File: config.mk
export PLATFORM = sky130hd
export DESIGN_NAME = sq_add_stage
export DESIGN_NICKNAME = d
export VERILOG_FILES = /design/src/rtl/sq_add_stage_pkg.sv /design/src/rtl/sq_add_stage_mul_shift_add.sv /design/src/rtl/sq_add_stage.sv
export SDC_FILE = /design/constraint.sdc
export NUM_CORES = 1
export LEC_CHECK = 0
export BUFFER_PORTS_ARGS = -buffer_cell sky130_fd_sc_hd__buf_2
export CAP_MARGIN = 20
export CORE_ASPECT_RATIO = 1.75
export CORE_MARGIN = 8
export CORE_UTILIZATION = 35
export DETAILED_ROUTE_END_ITERATION = 12
export PLACE_DENSITY = 0.61
export SKIP_CTS_REPAIR_TIMING = 1
export SYNTH_ARGS = -nofsm -noshare
export SYNTH_HDL_FRONTEND = slang
export SYNTH_HIERARCHICAL = 1
export SYNTH_SLANG_ARGS = --single-unit
File: constraint.sdc
create_clock -name clk_i -period 8.41 [get_ports clk_i]
set_input_delay 0.4205 -clock clk_i [delete_from_list [all_inputs] [get_ports clk_i]]
set_output_delay 0.4205 -clock clk_i [all_outputs]
set_load 0.01 [all_outputs]
File: src/rtl/sq_add_stage_pkg.sv
// Shared definitions for the square-plus-root stage: FSM encoding and default widths.
// A_W_DEF/R_W_DEF match the upstream 8-bit cube-root unit.
package sq_add_stage_pkg;

  localparam int A_W_DEF = 8;
  localparam int R_W_DEF = 4;
  localparam int Y_W_DEF = 2 * A_W_DEF + 1;

  typedef enum logic [1:0] {
    S_IDLE = 2'd0,
    S_MUL  = 2'd1,
    S_ADD  = 2'd2
  } state_e;

endpackage

File: src/rtl/sq_add_stage_mul_shift_add.sv
// Sequential shift-add squarer: one partial product of a*a per step, A_W steps.
// load_i captures the operand and clears the accumulator; done_o flags the last step.
module sq_add_stage_mul_shift_add #(
  parameter int A_W = 8
) (
  input  logic               clk_i,
  input  logic               rst_i,
  input  logic               load_i,
  input  logic               step_i,
  input  logic [A_W-1:0]     a_i,
  output logic               done_o,
  output logic [2*A_W-1:0]   prod_o
);

  localparam int P_W   = 2 * A_W;
  localparam int CNT_W = (A_W > 1) ? $clog2(A_W) : 1;

  logic [A_W-1:0]   a_q,   a_d;
  logic [P_W-1:0]   acc_q, acc_d;
  logic [CNT_W-1:0] cnt_q, cnt_d;

  // NOTE: every signal assigned here gets a default first, so no path leaves it unassigned and no latch is inferred.
  always_comb begin
    a_d   = a_q;
    acc_d = acc_q;
    cnt_d = cnt_q;
    if (load_i) begin
      a_d   = a_i;
      acc_d = '0;
      cnt_d = '0;
    end else if (step_i) begin
      if (a_q[cnt_q]) begin
        acc_d = acc_q + (P_W'(a_q) << cnt_q);
      end
      cnt_d = cnt_q + CNT_W'(1);
    end
  end

  // NOTE: sequential state uses non-blocking assignments so all flops update together on the edge.
  always_ff @(posedge clk_i or negedge rst_i) begin
    if (!rst_i) begin
      a_q   <= '0;
      acc_q <= '0;
      cnt_q <= '0;
    end else begin
      a_q   <= a_d;
      acc_q <= acc_d;
      cnt_q <= cnt_d;
    end
  end

  assign done_o = step_i && (cnt_q == CNT_W'(A_W - 1));
  assign prod_o = acc_q;

endmodule

File: src/rtl/sq_add_stage.sv
// Computes y = a*a + root using a shift-add squarer followed by one add cycle.
// Same start/busy handshake as the cube-root unit so a controller can chain the two.
module sq_add_stage
  import sq_add_stage_pkg::*;
#(
  parameter int A_W = A_W_DEF,
  parameter int R_W = R_W_DEF,
  parameter int Y_W = 2 * A_W + 1
) (
  input  logic           clk_i,
  input  logic           rst_i,
  input  logic           start_i,
  input  logic [A_W-1:0] a_bi,
  input  logic [R_W-1:0] root_bi,
  output logic           busy_o,
  output logic [Y_W-1:0] y_bo
);

  state_e           state_q, state_d;
  logic             busy_q,  busy_d;
  logic [Y_W-1:0]   y_q,     y_d;
  logic [R_W-1:0]   r_q,     r_d;

  logic             mul_load;
  logic             mul_step;
  logic             mul_done;
  logic [2*A_W-1:0] mul_prod;

  sq_add_stage_mul_shift_add #(
    .A_W (A_W)
  ) u_mul (
    .clk_i  (clk_i),
    .rst_i  (rst_i),
    .load_i (mul_load),
    .step_i (mul_step),
    .a_i    (a_bi),
    .done_o (mul_done),
    .prod_o (mul_prod)
  );

  always_comb begin
    state_d  = state_q;
    busy_d   = busy_q;
    y_d      = y_q;
    r_d      = r_q;
    mul_load = 1'b0;
    mul_step = 1'b0;
    unique case (state_q)
      S_IDLE: begin
        if (start_i) begin
          mul_load = 1'b1;
          r_d      = root_bi;
          busy_d   = 1'b1;
          state_d  = S_MUL;
        end
      end
      S_MUL: begin
        mul_step = 1'b1;
        if (mul_done) state_d = S_ADD;
      end
      S_ADD: begin
        // y only changes here, so the previous result stays visible while busy.
        y_d     = Y_W'(mul_prod) + Y_W'(r_q);
        busy_d  = 1'b0;
        state_d = S_IDLE;
      end
      default: begin
        busy_d  = 1'b0;
        state_d = S_IDLE;
      end
    endcase
  end

  always_ff @(posedge clk_i or negedge rst_i) begin
    if (!rst_i) begin
      state_q <= S_IDLE;
      busy_q  <= 1'b0;
      y_q     <= '0;
      r_q     <= '0;
    end else begin
      state_q <= state_d;
      busy_q  <= busy_d;
      y_q     <= y_d;
      r_q     <= r_d;
    end
  end

  assign busy_o = busy_q;
  assign y_bo   = y_q;

endmodule

# [After elaboration in Yosys (flattened, before gate mapping)]
# Cells that the tools add are included.
# W data, S select, Z words.
[word_totals] ff_bits=51 inputBits=15 out_inout_bits=18 wordCells=41
[classes] n_addsub=3 order_cmp=1 eq_ne=5 shifts=1 n_mux=15 bitwise=1 reduce_logical=8
[op_table] operator="$mux W16" n=3
[op_table] operator="$add A16 B4 Y17" n=1
[op_table] operator="$add A16 B16 Y16" n=1
[op_table] operator="$shl A8 B3 Y16" n=1
[op_table] operator="$reduce_and A2 Y1" n=4
[op_table] operator="$mux W3" n=2
[op_table] operator="$mux W1" n=5
[op_table] operator="$lt A3 B4 Y1 const B" n=1
[op_table] operator="$mux W2" n=2
[op_table] operator="$ne A2 B2 Y1 const B" n=2
[op_table] operator="$pmux W2 S2" n=1
[op_table] operator="$reduce_bool A2 Y1" n=2
[op_table] operator="$add A3 B1 Y3 const B" n=1
[op_table] operator="$bmux W1 S3" n=1
[op_table] operator="$eq A3 B3 Y1 const B" n=1
[op_table] operator="$eq A2 B1 Y1 const B" n=1
[op_table] operator="$eq A2 B2 Y1 const B" n=1
[op_table] operator="$logic_not A2 Y1" n=1
[op_table] operator="$pmux W1 S2" n=1
[op_table] operator="$logic_and A1 B1 Y1" n=1
[op_table] operator="$not A1 Y1" n=1

# [Logic depth before layout (Yosys ltp)]
[depth] depth_word=5 ltp_mapped=13 ltp_nobuf=12

# [Cells and area by module]
# Netlist, hierarchy kept.
[modules_own_cells] mod="sq_add_stage_mul_shift_add" n_inst=1 cells_per_inst=236 area_each_um2=2164.6 seq_area_each_um2=675.6
[modules_own_cells] mod="sq_add_stage" n_inst=1 cells_per_inst=147 area_each_um2=1283.7 seq_area_each_um2=600.6

# [Worst setup path after synthesis]
# OpenSTA, ideal clock, no wires.
[synth_timing] kind="register to register" from="register u_mul.cnt_q[1]" to="register u_mul.acc_q[14], in the netlist u_mul/prod_o[14]" setup_time_ns=0.126 arrival_ns=3.023 required_ns=8.284 path_slack_ns=5.261 path_stages_with_launch=14 n_path_buf=2 synth_period_minus_slack_ns=3.149 cell_sequence="dfrtp_1 > clkbuf_1 > clkbuf_1 > mux2i_1 > nor2_1 > a31oi_1 > nor2_1 > ha_1 > nor2b_1 > o31ai_1 > a21oi_1 > o41ai_1 > nor4_1 > a311o_1"
[synth_between] elab_chain_len=5 word_cells_on_any_way=9 classes_between="add/sub (1); shift (1); mux (5); reduce/logical (2)"
[synth_lines] element="start: declaration" line="sq_add_stage_mul_shift_add.sv:20" text="logic [CNT_W-1:0] cnt_q, cnt_d;"
[synth_lines] element="start signal: assignment" line="sq_add_stage_mul_shift_add.sv:48" text="cnt_q <= cnt_d;"
[synth_lines] element="$shl A8 B3 Y16" line="sq_add_stage_mul_shift_add.sv:33" text="acc_d = acc_q + (P_W'(a_q) << cnt_q);"
[synth_lines] element="$add A16 B16 Y16" line="sq_add_stage_mul_shift_add.sv:33"
[synth_lines] element="$mux W16" line="sq_add_stage_mul_shift_add.sv:32" text="if (a_q[cnt_q]) begin"
[synth_lines] element="$mux W16" line="sq_add_stage_mul_shift_add.sv:31" text="end else if (step_i) begin"
[synth_lines] element="$mux W16" line="sq_add_stage_mul_shift_add.sv:27" text="if (load_i) begin"
[synth_lines] element="end signal: assignment" line="sq_add_stage_mul_shift_add.sv:43" text="acc_q <= '0;"
[synth_lines] element="end signal: assignment" line="sq_add_stage_mul_shift_add.sv:47" text="acc_q <= acc_d;"
[synth_lines] element="end: declaration" line="sq_add_stage_mul_shift_add.sv:19" text="logic [P_W-1:0] acc_q, acc_d;"
# Parallel ways exist; a longest one is shown, timed or not. The select of a mux whose other input is x is not followed.
# A chain may end at the register's enable or synchronous reset.

# [Worst setup path after layout]
# Same ends and word-level chain as after synthesis.

==> summary.txt <==
Critical path
  • Endpoint class of the critical path: flop
  • CP top delay family: compound AO/OA/AOI/OAI gates
  • Arrival @ worst endpoint: 3.51 ns
  • R2R Path End: u_mul/prod_o[14]$_DFFE_PN0P_
  • Critical Path Slowest Stage Cell: dfrtp_1
  • Worst Setup Start Kind: flop
  • Reg2reg setup slack: 5.08 ns
  • CP required: 8.59 ns
  • Worst Path Class, Setup: reg2reg
  • Crit path top cell by count: nor2_1
  • Worst Path Max Fanout: 16
  • R2R depth: 11
  • Slowest stage delay, CP: 0.70 ns
  • Sum of buffers and inverters on the critical path: 0
  • FF-to-FF Start: u_mul/cnt_q[1]$_DFFE_PN0P_
  • Crit-path cells: mux2i_1, nor2_1, a31oi_1, nor2_1, ha_1, nor2b_1, o31ai_1, a21oi_1, o41ai_1, nor4_1, a311o_1

Finish
  • Layout Area Growth over Synthesis: 11.5%
  • Commonest non-fill, non-tap cell in the layout: dfrtp_1
  • Most frequent cells in the layout: dfrtp_1 (51), nand2_1 (49), nor2_1 (40)
  • N_diodes: 0
  • Post-layout util: 39.5%
  • Layout cells sized above 1: 15.2%
  • Final nets: 445
  • Final Cell Area: 0.00384 mm²

Yosys
  • Post-synthesis cell area: 0.00345 mm²
  • Number of synthesized flops with an enable pin: 0
  • Syn Area/Cell: 9.00 µm²
  • Syn Nets: 421
  • Yosys warning count: 6
  • Seq/Total Area, Yosys: 37.0%
  • Async SR Flop Fraction: 100%
  • Flops & latches, synth: 51
  • Cells after Synth: 383
  • Top_reg_cell synth: dfrtp_1
  • Synth cell types: 48

Timing
  • Final TNS setup: 0 ns
  • Slew Viols, Final: 0
  • Max-Slew Margin vs Limit: 42.8%
  • Final Setup Violations: 0
  • FMAX: 0.300 GHz
  • RSZ-0062 raised after global routing: false
  • Slew @ Worst Pin: 0.858 ns
  • Hold slack: 0.245 ns
  • Final Skew: 0.00603 ns
  • Fin. Hold Viols: 0
  • Post-route clock period utilization: 39.6%
  • Crit path time final: 3.33 ns

Place
  • Port-buffer cells: 32
  • DP HPWL: 5970 µm
  • GP Congestion: 0.839
  • Post-Place Cell Area: 0.00369 mm²

Floorplan
  • Core Area: 0.00973 mm²
  • Starting Density: 35.4%
  • Rows: 48
  • Chip width: 91.0 µm
  • DIE AREA: 0.0134 mm²
  • Die Height: 147 µm
  • IO Count: 33

Clock network
  • Longest Clk Path Bufs: 2
  • Worst-path clk slew: 0.07 ns
  • Htree depth: 2
  • Clock Sinks: 51
  • Clk Latency, worst-skew pair: 0.29 ns
  • Clock Root Buffer: clkbuf_16
  • CTS Buf Count: 5
  • CTS tree: built

Drt
  • Routed vias: 2841
  • Routed Antenna Nets: 0
  • Wirelength per Cell: 14.4 µm
  • Initial DRC Count: 96
  • Drc violations: 0
  • TritonRoute pass-1 iters: 4
  • WL final: 7690 µm
  • Post-DR vias/cell: 5.33

Run status
  • Outcome: finished clean

Power
  • Leak Pwr: 1.75 nW
  • Worst vdd ir: 205 µV
  • Power Dens Cells: 444 mW/mm²

Global routing
  • Pin count of the biggest net entering global routing: 52
  • Vias in the first global route: 2866
  • Initial antenna violation count: 0
  • GRT Total Usage: 12.0%
  • Global route overflow: 0
  • First-pass GRT wire length: 13200 µm

Flow run
  • Max-Cap Viols: 0

Hold path
  • HP Class: in2async
cells by family (layout without fill, tap and decap cells):
| logic type | count (synthesis) | after routing | synth area share (%) |
|---|---|---|---|
| AO/OA/AOI/OAI | 93 | 93 | 17.3 |
| XOR/XNOR | 15 | 15 | 3.81 |
| buffers and inverters | 34 | 59 | 4.68 |
| multiplexers | 29 | 29 | 9.58 |
| flip-flops | 51 | 51 | 37.0 |
| adder cells (fa/ha/maj) | 23 | 23 | 8.78 |
| AND/OR/NAND/NOR | 138 | 138 | 18.8 |
cells in the mapped netlist (5+ instances only):
master / number / area share (%)
a21oi_1: 28 / 4.1
dfrtp_1: 51 / 37
nand3_1: 7 / 1.0
or3_1: 7 / 1.3
clkbuf_1: 14 / 1.5
ha_1: 21 / 7.6
xnor2_1: 12 / 3.0
nor2_1: 40 / 4.4
mux2i_1: 15 / 4.4
o21ai_0: 20 / 2.9
mux2_2: 12 / 3.9
o31ai_1: 5 / 1.1
nor3_1: 5 / 0.73
a31oi_1: 9 / 1.6
nand2_1: 49 / 5.3
inv_1: 15 / 1.6
power by group:
group,internal [mW],switching (mW)
logic,0.450,0.561
clock network,0.119,0.0952
registers,0.351,0.130
metrics by stage:
stage,cells,power (mW),setup WS (ns)
finish,533,1.71,5.08
global route,533,1.87,4.70
CTS,533,1.72,5.06
detailed placement,525,1.50,5.06
global placement,525,1.46,5.14
floorplan,383,1.30,5.26
final cells by class:
cell class / count / area [µm²]
fill: 1036 / 5880
clock inverter: 2 / 16.3
tap: 125 / 156
multi-input combinational: 298 / 2010
clock buffer: 6 / 139
sequential: 51 / 1280
timing repair buffer: 36 / 190
inverter: 15 / 56.3
metal layers:
metal / track usage (%) / vias up / share of wire, %
met2: 23.1 / 36 / 56
met5: 0 / - / 0
li1: - / 1425 / -
met4: 6.43 / 0 / 2.5
met3: 2.04 / 11 / 3.0
met1: 11.8 / 1369 / 38
state kept, by name (all words and copies together), names as in the netlist:
register and count:
state_q 2, u_mul/prod_o 16, busy_o 1, u_mul/a_q 8, u_mul/cnt_q 3, r_q 4, y_bo 17
worst max path at each step:
stage	startpoint	to	slack, ns	depth (start not counted)
finish	u_mul/cnt_q[1]$_DFFE_PN0P_	u_mul/prod_o[14]$_DFFE_PN0P_	5.08	11
global route	u_mul/cnt_q[1]$_DFFE_PN0P_	u_mul/prod_o[12]$_DFFE_PN0P_	4.70	11
CTS	u_mul/cnt_q[1]$_DFFE_PN0P_	u_mul/prod_o[14]$_DFFE_PN0P_	5.06	11
detailed placement	u_mul/cnt_q[1]$_DFFE_PN0P_	u_mul/prod_o[14]$_DFFE_PN0P_	5.06	11
global placement	u_mul/cnt_q[1]$_DFFE_PN0P_	u_mul/prod_o[12]$_DFFE_PN0P_	5.14	12
floorplan	u_mul/cnt_q[1]$_DFFE_PN0P_	u_mul/prod_o[14]$_DFFE_PN0P_	5.26	13
(Power assumes the default switching activity.)
